### config.mk
export PLATFORM = sky130hd
export DESIGN_NAME = multi_edge_detector
export DESIGN_NICKNAME = d
export VERILOG_FILES = /design/src/rtl/multi_edge_detector.sv
export SDC_FILE = /design/constraint.sdc
export NUM_CORES = 1
export LEC_CHECK = 0
export BUFFER_PORTS_ARGS = -buffer_cell sky130_fd_sc_hd__buf_4
export CAP_MARGIN = 20
export CORE_MARGIN = 4
export CORE_UTILIZATION = 40
export CTS_BUF_LIST = sky130_fd_sc_hd__clkbuf_4 sky130_fd_sc_hd__clkbuf_8 sky130_fd_sc_hd__clkbuf_16
export CTS_CLUSTER_DIAMETER = 80
export DETAILED_ROUTE_END_ITERATION = 16
export GPL_ROUTABILITY_DRIVEN = 0
export HOLD_SLACK_MARGIN = 0.05
export PLACE_DENSITY = 0.6
export SLEW_MARGIN = 20
export SYNTH_ARGS = -nofsm -noshare
export SYNTH_HDL_FRONTEND = slang
export SYNTH_SLANG_ARGS = --single-unit
### constraint.sdc
create_clock -name clk -period 2.1 [get_ports clk]
set_input_delay 0.42 -clock clk [delete_from_list [all_inputs] [get_ports clk]]
set_output_delay 0.42 -clock clk [all_outputs]
set_load 0.02 [all_outputs]
### src/rtl/multi_edge_detector.sv
// Per-channel synchronise, glitch-filter and edge-detect, with sticky interrupt status per channel.
// Latency: input change to level/rise/fall is SYNC_STAGES+FILTER_CYCLES-1 cycles after the capturing edge.
// No backpressure: the block runs continuously; irq_status holds until cleared.
module multi_edge_detector #(
    parameter int WIDTH         = 8,
    parameter int SYNC_STAGES   = 2,
    parameter int FILTER_CYCLES = 3
) (
    input  logic                 clk,
    input  logic                 rst_n,
    input  logic [WIDTH-1:0]     signal,
    input  logic [2*WIDTH-1:0]   mode,
    input  logic [WIDTH-1:0]     irq_clr,
    output logic [WIDTH-1:0]     level,
    output logic [WIDTH-1:0]     rise,
    output logic [WIDTH-1:0]     fall,
    output logic [WIDTH-1:0]     edge_pulse,
    output logic [WIDTH-1:0]     irq_status,
    output logic                 irq
);

    localparam int CW = $clog2(FILTER_CYCLES) + 1;
    localparam logic [CW-1:0] CNT_LAST = CW'(FILTER_CYCLES - 1);

    logic [WIDTH-1:0] sync_q [SYNC_STAGES];
    logic [CW-1:0]    cnt_q  [WIDTH];
    logic [WIDTH-1:0] sync_out;

    assign sync_out = sync_q[SYNC_STAGES-1];

    always_ff @(posedge clk) begin
        if (!rst_n) begin
            for (int s = 0; s < SYNC_STAGES; s++) begin
                sync_q[s] <= '0;
            end
        end else begin
            sync_q[0] <= signal;
            for (int s = 1; s < SYNC_STAGES; s++) begin
                sync_q[s] <= sync_q[s-1];
            end
        end
    end

    // Level only moves after the new value has been seen FILTER_CYCLES times in a row;
    // rise/fall are registered alongside it so they line up with the level change.
    always_ff @(posedge clk) begin
        if (!rst_n) begin
            for (int i = 0; i < WIDTH; i++) begin
                cnt_q[i] <= '0;
            end
            level <= '0;
            rise  <= '0;
            fall  <= '0;
        end else begin
            rise <= '0;
            fall <= '0;
            for (int i = 0; i < WIDTH; i++) begin
                if (sync_out[i] == level[i]) begin
                    cnt_q[i] <= '0;
                end else if (cnt_q[i] == CNT_LAST) begin
                    cnt_q[i] <= '0;
                    level[i] <= sync_out[i];
                    rise[i]  <= sync_out[i];
                    fall[i]  <= ~sync_out[i];
                end else begin
                    cnt_q[i] <= cnt_q[i] + 1'b1;
                end
            end
        end
    end

    always_comb begin
        edge_pulse = '0;
        for (int i = 0; i < WIDTH; i++) begin
            edge_pulse[i] = (rise[i] & mode[2*i]) | (fall[i] & mode[2*i+1]);
        end
    end

    // Set takes priority over clear when both land on the same edge.
    always_ff @(posedge clk) begin
        if (!rst_n) begin
            irq_status <= '0;
        end else begin
            irq_status <= (irq_status & ~irq_clr) | edge_pulse;
        end
    end

    assign irq = |irq_status;

endmodule

==> metrics.yaml <==
synth:
  ys_top_cells_by_count: "48 x dfxtp_1, 24 x edfxtp_1, 20 x nor2b_1, 19 x nor2_1"
  synthTopCellsByArea: "dfxtp_1 33%, edfxtp_1 25%, ha_1 6.8%"
  ys_warn_count: 0
  syn_inst: 253
  synth_most_common_cell: "dfxtp_1"
  synthFlopType: "dfxtp_1"
  ys_seq_area_share_pct: 57.2
  postSynthAreaPerCell_um2: 11.6
  synthesis.area_um2: 2940
  yosysTopAreaCell: "dfxtp_1"
  ys_async_sr_fraction_pct: 0
  synth_edf_count: 24
  synth_seq_cells: 72
  netlist-cell-type-count: 27
  synth_top_cell_area_share_pct: 32.7
timing:
  hold_violations: 0
  min_period_ps: 1630
  finClkSkew_ps: 8.75
  fmax_mhz: 613
  finalSetupViolCount: 0
  period_share_pct: 77.7
  slew_violations: 0
  setup_tns_ps: 0
  hold_slack_ps: 288
  rsz0062_at_grt: "false"
clock_tree:
  postCtsHoldBufs: 0
  postCtsResizedCells: 0
  ctsLongestPathBuffers: 2
  cts_max_level: 3
  cts-root-buf: "clkbuf_8"
  cts_tree: "built"
  clock_latency_ps: 330
  clk_pin_slew_ps: 70
  clock-sinks: 72
  cts_buffers: 9
  cts_setup_buffers: 0
cells_and_area:
  antenna_cells: 0
  postLayoutCoreUtil_pct: 55.7
  drive_gt1_share_pct: 26.4
  area_growth_pct: 32.4
  layout.nets: 405
  design_area_um2: 3890
routing:
  wl_per_cell_um: 11.3
  drt-initial-drc-count: 47
  wl_met1_um: 2420
  ant_nets: 0
  drc: 0
  first_pass_iters: 4
  route.met2.wl_um: 2270
  via_count: 2007
  routed_wirelength_um: 5150
  highest_layer: "met4"
  via_per_inst: 4.40
  wl_met3_um: 376
power:
  power_mw: 2.87
  ir_drop_uv: 360
  power_density_nw_per_um2: 738
  total_leakage_power_nw: 1.73
worst_setup_path:
  crit_type: "reg -> out"
  path_cells: "nor4_1 -> nand2_1 -> buf_4"
  critical_path.endpoint_type: "output pin"
  cp.arrival_ps: 1210
  crit_path_max_fanout: 3
  max_stage_delay_ps: 350
  path_buf_inv: 1
  required_ps: 1680
  slowest_stage: "dfxtp_1"
  cp-start-kind: "flop"
  cp_top_family: "simple AND/OR/NAND/NOR gates"
die:
  die_x_um: 93.7
  dieArea_um2: 8780
  start_util_pct: 42.1
  core_um2: 6980
  rows: 30
  pin_count: 75
  chipHeight_um: 93.7
place:
  hpwl_um: 3870
  port_buffers: 74
  dpl_cell_area_um2: 3660
grt:
  grt_max_degree: 53
  grt_pass1_vias: 1927
  grt_pass1_wl_um: 8580
  grt.overflow.total: 0
  grt_antenna_before_repair: 0
  gr-usage-all-layers_pct: 12.6
min_path:
  hold_class: "in -> reg"
status:
  outcome: "complete, no violations"
job:
  maxCapViolCount: 0
layer usage:
layer	up-vias	GRT usage, %
met4	0	6.50
met1	904	15.5
li1	1038	-
met2	57	19.4
met5	-	0
met3	8	4.41
worst paths after layout:
| check | startpoint | endpoint | slack, ps | depth (start not counted) |
|---|---|---|---|---|
| min | signal[5] | sync_q[0][5] | 290 | 2 |
| max | irq_status[1] | irq | 470 | 3 |
| max reg2reg | cnt_q[1][3] | cnt_q[1][3] | 730 | 5 |
| min reg2reg | sync_q[0][3] | sync_q[0][11] | 430 | 1 |
through the flow:
stage	instances	setup WS, ps
final	456	469
after global routing	456	324
after detailed placement	440	695
after CTS	456	415
after floorplan	276	868
after global placement	440	735
placed cells by master, fill, tap and decap left out, drive strengths merged, types with 4 or more instances in the layout:
cell and count:
a22o 8, and2 16, buf 74, clkbuf 13, conb 24, dfxtp 48, edfxtp 24, ha 16
inv 9, mux2i 15, nand2 15, nand3b 4, nor2 19, nor2b 22, nor3 8, nor3b 17
o21a 8, xor2 8
cell families (layout without fill, tap and decap cells):
logic type	after synthesis	in the layout	synth area share [%]
mux	15	15	5.11
simple gates	109	109	21.4
fa+ha+maj	16	16	6.81
other cells	1	24	0.128
compound gates	17	17	4.60
xor+xnor	8	8	2.38
buf+inv	15	99	2.38
flops	72	72	57.2
cell type report:
type                       count  area, um^2
clock buffer                  13         160
clock inverter                 3        65.1
fill                         663        3090
inverter                       9        33.8
multi-input combinational    189        1270
sequential                    72        1680
tap                           96         120
timing repair buffer          74         556
power by group:
group / switching (mW) / internal [mW] / total (mW)
Combinational: 0.0724 / 0.0903 / 0.163
Clock: 0.462 / 0.740 / 1.20
Sequential: 0.0270 / 1.48 / 1.51
sequential cells by signal, indices dropped and copies added (netlist names):
name / cells
cnt_q: 24
fall: 8
irq_status: 8
level: 8
rise: 8
sync_q: 16
worst register-to-register path: stages (launching register included):
cell and delay, ps:
edfxtp_1 420, inv_1 80, ha_1 150, nor2b_1 240, nand3b_1 180, nor2_1 50
(Power assumes the default switching activity.)
